==> config.mk <==
export PLATFORM = sky130hd
export DESIGN_NAME = serial_adder
export DESIGN_NICKNAME = d
export VERILOG_FILES = /design/src/rtl/serial_adder.sv
export SDC_FILE = /design/constraint.sdc
export NUM_CORES = 1
export LEC_CHECK = 0
export ABC_AREA = 1
export CORE_MARGIN = 3
export CORE_UTILIZATION = 50
export DETAILED_ROUTE_END_ITERATION = 7
export PLACE_DENSITY = 0.78
export SETUP_SLACK_MARGIN = 0.15
export SLEW_MARGIN = 30
export SYNTH_ARGS = -nofsm -noshare
export SYNTH_HDL_FRONTEND = slang
export SYNTH_SLANG_ARGS = --single-unit
==> constraint.sdc <==
create_clock -name clk -period 1.85 [get_ports clk]
set_clock_uncertainty 0.05 [all_clocks]
set_input_delay 0.2775 -clock clk [delete_from_list [all_inputs] [get_ports clk]]
set_output_delay 0.2775 -clock clk [all_outputs]
set_load 0.01 [all_outputs]
==> src/rtl/serial_adder.sv <==
// Bit-serial N-bit adder: one full-adder cell, a registered carry and N RUN cycles per add.
// Optional signed-overflow output is enabled by defining SERIAL_ADD_OVF_EN.
module serial_adder #(
   parameter int N = 8
) (
   input  logic         clk,
   input  logic         rst_n,
   input  logic         start,
   input  logic [N-1:0] a_in,
   input  logic [N-1:0] b_in,
   input  logic         cin,
   output logic         busy,
   output logic         done,
   output logic [N-1:0] sum,
`ifdef SERIAL_ADD_OVF_EN
   output logic         cout,
   output logic         ovf
`else
   output logic         cout
`endif
);

   localparam int CW = $clog2(N + 1);

   localparam logic [1:0] IDLE = 2'd0;
   localparam logic [1:0] RUN  = 2'd1;
   localparam logic [1:0] DONE = 2'd2;

   // Full-adder cell: {carry, sum}
   function automatic logic [1:0] fa(input logic a, input logic b, input logic c);
      return {(a & b) | (a & c) | (b & c), a ^ b ^ c};
   endfunction

   logic [1:0]    state;
   logic [N-1:0]  a_sh;
   logic [N-1:0]  b_sh;
   logic          carry;
   logic [CW-1:0] cnt;
   logic [1:0]    fa_out;
   logic          last;

   assign fa_out = fa(a_sh[0], b_sh[0], carry);
   assign last   = (cnt == CW'(N - 1));
   assign done   = (state == DONE);

   always_ff @(posedge clk or negedge rst_n) begin
      if (!rst_n) begin
         state <= IDLE;
         busy  <= 1'b0;
         a_sh  <= '0;
         b_sh  <= '0;
         carry <= 1'b0;
         cnt   <= '0;
         sum   <= '0;
         cout  <= 1'b0;
`ifdef SERIAL_ADD_OVF_EN
         ovf   <= 1'b0;
`endif
      end else begin
         case (state)
            IDLE: begin
               if (start) begin
                  a_sh  <= a_in;
                  b_sh  <= b_in;
                  carry <= cin;
                  cnt   <= '0;
                  busy  <= 1'b1;
                  state <= RUN;
`ifdef SERIAL_ADD_OVF_EN
                  ovf   <= 1'b0;
`endif
               end
            end
            RUN: begin
               a_sh  <= {1'b0, a_sh[N-1:1]};
               b_sh  <= {1'b0, b_sh[N-1:1]};
               sum   <= {fa_out[0], sum[N-1:1]};
               carry <= fa_out[1];
               cnt   <= cnt + CW'(1);
               if (last) begin
                  cout  <= fa_out[1];
                  state <= DONE;
`ifdef SERIAL_ADD_OVF_EN
                  // carry still holds the carry into the MSB at this edge
                  ovf   <= carry ^ fa_out[1];
`endif
               end
            end
            DONE: begin
               busy  <= 1'b0;
               state <= IDLE;
            end
            default: begin
               busy  <= 1'b0;
               state <= IDLE;
            end
         endcase
      end
   end

endmodule

== Word-level counts from Yosys, hierarchy flattened ==
Index checks and enable logic that the tools add are counted.

* Shift-type cells: 0
* Magnitude comparators: 0
* Div/mod/pow operators: 0
* Equality and inequality tests: 5
* Add/sub/neg operators: 1
* Reduce and logical (&&, ||, !) cells: 6
* Bitwise operators: 8
* $mul: 0
* Multiplexer cells: 13

{| class="wikitable"
|+ Operators by type and width
! operator !! count
|-
| 8-bit one-hot mux with 2 select lines || 2
|-
| 8-bit two-way mux || 2
|-
| 4-bit one-hot mux with 2 select lines || 1
|-
| 2-bit AND reduction || 4
|-
| 4-bit by 1-bit adder with 4-bit output (second input constant) || 1
|-
| 4-bit by 3-bit equality test with 1-bit output (second input constant) || 1
|-
| 2-bit two-way mux || 2
|-
| 4-bit two-way mux || 1
|-
| 2-bit inequality test (second input constant) || 2
|-
| 1-bit one-hot mux with 2 select lines || 2
|-
| 2-bit one-hot mux with 2 select lines || 1
|-
| 1-bit bitwise AND || 3
|-
| 2-bit by 1-bit equality test with 1-bit output (second input constant) || 1
|-
| 2-bit equality test (second input constant) || 1
|-
| 2-bit zero test || 1
|-
| 1-bit two-way mux || 2
|-
| 1-bit OR || 2
|-
| 2-bit nonzero test || 1
|-
| 1-bit XOR || 2
|-
| 1-bit NOT || 1
|}

* Output and inout bits: 11
* Flip-flop bits (word level): 33
* Memories kept: 0
* ROM bits: 0
* Bits in writable memories: 0
* Input bits: 20
* Word-level logic and storage cells: 41
* Latch bits: 0

== Logic depth before layout (Yosys ltp) ==
Gate-level depths: netlist of run 1.

* Depth in word-level cells: 4
* Mapped depth: 6
* Gate-level depth less buffers: 6

== Least setup slack after synthesis of run 1 ==
OpenSTA, ideal clock, no wires.

* Kind: flip-flop to flip-flop
* Start: register a_sh[0]
* End: register carry
* Data arrival time: 1.019 ns
* Buffers on the path: 0
* Required time: 1.684 ns
* Clock period less this slack: 1.186 ns
* Setup time: 0.116 ns
* Stages on the path, launching flop included: 6
* Path slack: 0.664 ns
* Cell sequence: dfrtp_1 > fa_1 > nand3_1 > nand2_1 > nand2_1 > nand2_1

* Longest elaborated chain between the ends: 4
* Elaborated cells between the ends (all ways): 5
* Classes of those cells: mux: 1; bitwise: 4

{| class="wikitable"
|+ Ends and longest elaborated chain
! element !! line !! text
|-
| start, declared || 35 || <nowiki>logic [N-1:0] a_sh;</nowiki>
|-
| start signal, assigned || 63 || <nowiki>a_sh <= a_in;</nowiki>
|-
| start signal, assigned || 75 || <nowiki>a_sh <= {1'b0, a_sh[N-1:1]};</nowiki>
|-
| 1-bit bitwise AND || 31 || <nowiki>return {(a & b) | (a & c) | (b & c), a ^ b ^ c};</nowiki>
|-
| 1-bit OR (*) (2 in a row) || 31 ||
|-
| net fa_out[1] || 39 || <nowiki>logic [1:0] fa_out;</nowiki>
|-
| 1-bit one-hot mux with 2 select lines (*) || 60 || <nowiki>case (state)</nowiki>
|-
| end signal, assigned || 65 || <nowiki>carry <= cin;</nowiki>
|-
| end signal, assigned || 78 || <nowiki>carry <= fa_out[1];</nowiki>
|-
| end, declared || 37 || <nowiki>logic carry;</nowiki>
|}

The timed path passes the listed nets; every way through them passes the cells marked *.
A chain may end at the register's enable or synchronous reset.

== Worst setup path after layout of run 1 ==
* Start: register sum[3]
* End: output sum[3]

{| class="wikitable"
|+ RTL lines
! element !! line !! text
|-
| start, declared || 14 || <nowiki>output logic [N-1:0] sum,</nowiki>
|-
| start signal, assigned || 77 || <nowiki>sum <= {fa_out[0], sum[N-1:1]};</nowiki>
|}

No word-level cell between the ends.

==> results of run 1 <==
==> final cells by class <==
type | count | share of cell area, %
multi-input cells | 117 | 30.4
inverters | 8 | 2.04
repair buffers | 33 | 17.5
clock buffers | 7 | 2.99
well taps | 31 | 2.11
flip-flops and latches | 33 | 45.0
==> Yosys cell counts <==
master / count / area [um^2]
nand2_4: 1 / 11.3
nand4_1: 1 / 6.26
ha_1: 1 / 12.5
dfrtp_1: 33 / 826
o21ai_1: 1 / 5.00
fa_1: 1 / 20.0
inv_8: 1 / 11.3
buf_8: 2 / 30.0
buf_4: 2 / 15.0
buf_2: 2 / 10.0
nand3_1: 37 / 185
nand2_2: 1 / 6.26
inv_2: 1 / 3.75
o21ai_2: 3 / 26.3
inv_1: 6 / 22.5
nand2_1: 60 / 225
nand3_2: 1 / 10.0
nor2_1: 4 / 15.0
a21oi_1: 1 / 5.00
o21ai_0: 4 / 20.0
nor2_4: 1 / 11.3
buf_6: 2 / 22.5
==> cell usage in the layout, fill, tap and decap left out, types with 3 or more instances in the layout <==
master and n:
clkbuf_4 5, dfrtp_1 32, nor2_1 4, buf_4 3, nand3_1 37, nand2_1 60, o21ai_0 4, inv_1 6
o21ai_2 3, clkdlybuf4s50_1 29
==> report_power, final <==
part	switching [W]	total [W]	leakage [nW]	internal, W
Sequential	0.000195	0.00122	0.420	0.00103
Combinational	0.000656	0.00115	0.441	0.000497
Clock	0.000214	0.000394	0.0314	0.000179
==> sequential cells by signal (all words and copies together), names as in the netlist <==
name / count
busy: 1
cout: 1
cnt: 4
carry: 1
sum: 8
a_sh: 8
b_sh: 8
state: 2
==> through the flow <==
stage                     utilization [%]  hold WS, ns  total power (W)  instance area (um^2)
after global routing                 65.6        0.329          0.00304                  1840
final                                65.6        0.300          0.00277                  1840
after floorplan                         -      -0.0681          0.00209                  1500
after global placement               63.3        0.410          0.00233                  1780
after CTS                            65.6        0.314          0.00280                  1840
after detailed placement             63.3        0.419          0.00238                  1780
==> cells by family after synthesis <==
group | Yosys count | synth area share (%)
compound gates | 9 | 3.75
fa+ha+maj | 2 | 2.17
buf+inv | 16 | 7.67
flops | 33 | 55.0
simple gates | 106 | 31.4
==> what timing repair did <==
| action | in CTS | in global routing |
|---|---|---|
| endpoints found under the setup margin | 1 | 0 |
| setup buffers | 1 | 0 |
| gates resized for setup | 2 | 0 |
==> metal layers <==
layer,GRT usage (%),wire length (um),share of wire [%],up-vias
li1,-,-,-,598
met1,22.9,1230,45,545
met2,27.8,1290,47,36
met3,4.47,173,6.3,6
met4,8.05,53,1.9,0
met5,0,0,0,-
==> final timing paths <==
kind,startpoint,to,cells after the start,slack [ns]
worst max-delay path,sum[3],sum[3],1,0.27
worst min-delay path,rst_n,sum[5],2,0.30
worst max register to register,state[0],a_sh[4],5,0.49
worst min register to register,cout,cout,2,0.43
max in group asynchronous,rst_n,state[0],2,1.13
min in group clk,cout,cout,2,0.43
==> impl_metrics.tcl, run 1 <==
set metrics [dict create \
    grt_max_degree 34 \
    grt_setup_unrepaired "false" \
    start_util_pct 53.5 \
    instances_no_fill 229 \
    drt-vias-per-instance 5.17 \
    fillers 261 \
    critPathBufInv 1 \
    critical-path-max-stage-delay_ns 0.55 \
    avgRoutedWirePerCell_um 12.0 \
    startpoint_type "register" \
    grt_overflow 0 \
    place_congestion 0.781 \
    ios 31 \
    drtPass1Iterations 4 \
    worstHoldPathType "input port to async pin" \
    ys_ff_latch 33 \
    clk_latency_ns 0.32 \
    syn_avg_cell_area_um2 9.04 \
    critPathRequiredTime_ns 1.52 \
    multi_input_area_um2 559 \
    setup_viol 0 \
    hpwl_um 1880 \
    root_buffer "clkbuf_4" \
    fmax_mhz 635 \
    antenna_found_initial 0 \
    synth_seq_area_share_pct 55.0 \
    path_cells "clkdlybuf4s50_1" \
    fin_setup_tns_ns 0 \
    cts_htree_levels 2 \
    post_route_cells_drive_above_1_share_pct 9.60 \
    drc 0 \
    ir_worst_vdd_uv 652 \
    synth_cell_type_count 22 \
    cts.sinks 33 \
    cts_tree "yes" \
    core_area_um2 2810 \
    worst_pin_slew_ns 0.410 \
    vias 1185 \
    slew_headroom_pct 72.7 \
    maxCapViolations 0 \
    place.port_buffers 30 \
    place_ws_ns 0.410 \
    nets 220 \
    die_area_um2 3690 \
    path_max_fanout 3 \
    die_y_um 60.8 \
    cts_buffers 5 \
    die_x_um 60.8 \
    worst_slack_ns 0.275 \
    syn-num-nets 188 \
    drt_iter0_drc 35 \
    ctsHoldBuffers 0 \
    postRouteAntennaNets 0 \
    diodes 0 \
    arrival_ns 1.25 \
    seq_area_um2 827 \
    num_rows 19 \
    endpoint_kind "output pin" \
    period_needed_ns 1.58 \
    clk_pin_slew_ns 0.09 \
    clockBufferDepth 2 \
    grt_pass1_vias 1131 \
    p_leak_nw 0.892 \
    crit_family "buffers and inverters" \
    grt_use_total_pct 17.6 \
    dp_cells 221 \
    yosys_warnings 0 \
    powerDensity_nw_per_um2 1500 \
    syn_area_um2 1500 \
    crit_type "register to output pin" \
    slowest_stage "clkdlybuf4s50_1" \
    syn2layout_area_growth_pct 22.6 \
    drt-total-wl_um 2750 \
    hold_viol 0 \
    grt_pass1_wl_um 4840 \
    slew_violations 0 \
    synth_cells 166 \
    status "complete, no violations" \
    period_share_pct 85.1 \
]
(Power assumes the default switching activity.)
==> inputs of run 2 (changes only) <==
--- a/config.mk
+++ b/config.mk
@@ -9,7 +9,7 @@
 export CORE_MARGIN = 3
 export CORE_UTILIZATION = 50
 export DETAILED_ROUTE_END_ITERATION = 7
-export PLACE_DENSITY = 0.78
+export DONT_BUFFER_PORTS = 1
 export SETUP_SLACK_MARGIN = 0.15
 export SLEW_MARGIN = 30
 export SYNTH_ARGS = -nofsm -noshare
==> run 2 against run 1 <==
  * Die area stayed put
  * Hold slack worse by 0.28 ns
  * Critical endpoint is now cout
  * Combinational power is 25% lower
  * Largest power group unchanged
  * Sequential cell count stayed put
  * Sequential share of layout area is 6.0 points higher
  * Global-route usage is 0.56 points higher
  * Critical path depth is 4 higher
==> impl_metrics.tcl, run 2 (synthesis results as in run 1) <==
set metrics [dict create \
    status "complete, no violations" \
    path_max_fanout 32 \
    whs_path_depth 2 \
    startpoint_type "register" \
    clockPowerShare_pct 15.2 \
    syn2layout_area_growth_pct 8.01 \
    wl_met2_um 1250 \
    fin_setup_tns_ns 0 \
    layout_common_cells "nand2_1 (60), nand3_1 (37), dfrtp_1 (33)" \
    drt-total-wl_um 2790 \
    core_area_um2 2810 \
    grt_use_total_pct 18.2 \
    min_from "a_in[5]" \
    crit_family "flip-flops" \
    period_needed_ns 1.39 \
    place_congestion 0.737 \
    die_area_um2 3690 \
    final_common_cell "nand2_1" \
    intPower_w 0.00148 \
    start_util_pct 53.5 \
    reg2reg_depth 5 \
    r2r_start "state[0]" \
    reg2reg_to "cout" \
    diodes 0 \
    slew_headroom_pct 71.7 \
    die_x_um 60.8 \
    slew_violations 0 \
    place.port_buffers 0 \
    cts_tree "yes" \
    whs_endpoint "a_sh[5]" \
    root_buffer "clkbuf_4" \
    arrival_ns 1.58 \
    p_leak_nw 0.807 \
    fmax_mhz 717 \
    hold_viol 0 \
    critical-path-max-stage-delay_ns 0.49 \
    nets 197 \
    drc 0 \
    worst_pin_slew_ns 0.423 \
    avgRoutedWirePerCell_um 13.5 \
    fillers 263 \
    grt_pass1_wl_um 4910 \
    reg.largest.list "a_sh x8, b_sh x8, sum x8" \
    holdWs_ns 0.0182 \
    powerDensity_nw_per_um2 1570 \
    endpoint_kind "register" \
    ios 31 \
    clockBufferDepth 2 \
    p_sw_share_pct 41.8 \
    hpwl_um 1720 \
    highest_layer "met4" \
    wl_met1_um 1280 \
    rrSetupSlack_ns 0.46 \
    grt_max_degree 34 \
    postRouteAntennaNets 0 \
    crit_top_cell "nand2_1" \
    critPathRequiredTime_ns 2.04 \
    setup_viol 0 \
    drt_iter0_drc 86 \
    grt_overflow 0 \
    drt-vias-per-instance 5.49 \
    clk_pin_slew_ns 0.10 \
    period_share_pct 75.4 \
    crit_type "register to register" \
    antenna_found_initial 0 \
    grt_pass1_vias 1106 \
    ir_worst_vdd_uv 673 \
    maxCapViolations 0 \
    worstHoldPathType "input port to register" \
    die_y_um 60.8 \
    switchingPower_w 0.00106 \
    routed-wl-met3_um 203 \
    post_route_cells_drive_above_1_share_pct 10.2 \
    drtPass1Iterations 4 \
    p_seq_share_pct 50.7 \
    vias 1137 \
    num_rows 19 \
    ctsResizeCount 0 \
    cts_htree_levels 2 \
    critPathBufInv 1 \
    clk_latency_ns 0.33 \
    cts.sinks 33 \
    slowest_stage "dfrtp_1" \
    grt_setup_unrepaired "false" \
    pwr-share-comb_pct 34.2 \
    path_cells "nand2_4 -> inv_8 -> nand2_1 -> nand2_1 -> nand2_1" \
    cts_buffers 5 \
]
run 2: cell types whose count changed in the layout (fill, tap and decap cells not counted):
cell,change
dlygate4sd3_1,+8
dlygate4sd2_1,-1
dfrtp_1,+1
clkinv_2,+2
buf_4,-2
clkdlybuf4s50_1,-29
dfrtp_2,-1
buf_12,+1
clkbuf_8,-1
run 2: worst max-delay path by stage:
stage	start	endpoint	slack, ns	depth (start not counted)
6_report	state[0]	cout	0.46	5
5_1_grt	state[0]	cout	0.35	5
4_1_cts	state[0]	done	0.47	1
3_5_place_dp	state[0]	cout	0.50	5
3_3_place_gp	state[0]	cout	0.54	5
2_1_floorplan	a_sh[0]	carry	0.66	5
run 2: repair_timing:
action,CTS,global route
endpoints found under the hold margin,38,2
hold buffers,7,2
setup buffers,0,0
run 2: power by group through the flow:
stage / Combinational [W] / Clock [W] / Sequential [W]
after detailed placement: 0.000840 / 0 / 0.00130
after CTS: 0.000875 / 0.000404 / 0.00129
final: 0.000867 / 0.000385 / 0.00128
after floorplan: 0.000834 / 0 / 0.00125
after global placement: 0.000811 / 0 / 0.00129
after global routing: 0.00104 / 0.000446 / 0.00134
run 2: through the flow:
stage          total power, W  cells  cell area, um^2  utilization, %  setup slack, ns
6_report              0.00254    207             1620            57.8            0.456
5_1_grt               0.00282    207             1620            57.8            0.350
4_1_cts               0.00256    205             1600            57.0            0.465
3_5_place_dp          0.00214    190             1470            52.4            0.497
3_3_place_gp          0.00210    190             1470            52.4            0.542
2_1_floorplan         0.00209    166             1500               -            0.664
run 2: cell type report:
type / count / area, um^2 / share of cell area (%)
Tap cell: 31 / 38.8 / 2.39
Sequential cell: 33 / 826 / 51.0
Clock inverter: 2 / 10.0 / 0.618
Inverter: 8 / 37.5 / 2.32
Clock buffer: 6 / 41.3 / 2.55
Timing Repair Buffer: 10 / 108 / 6.64
Multi-Input combinational cell: 117 / 559 / 34.5
run 2: metal layers:
metal	GRT usage [%]	vias up
li1	-	556
met1	23.4	534
met2	27.6	37
met3	7.02	10
met4	7.12	0
met5	0	-
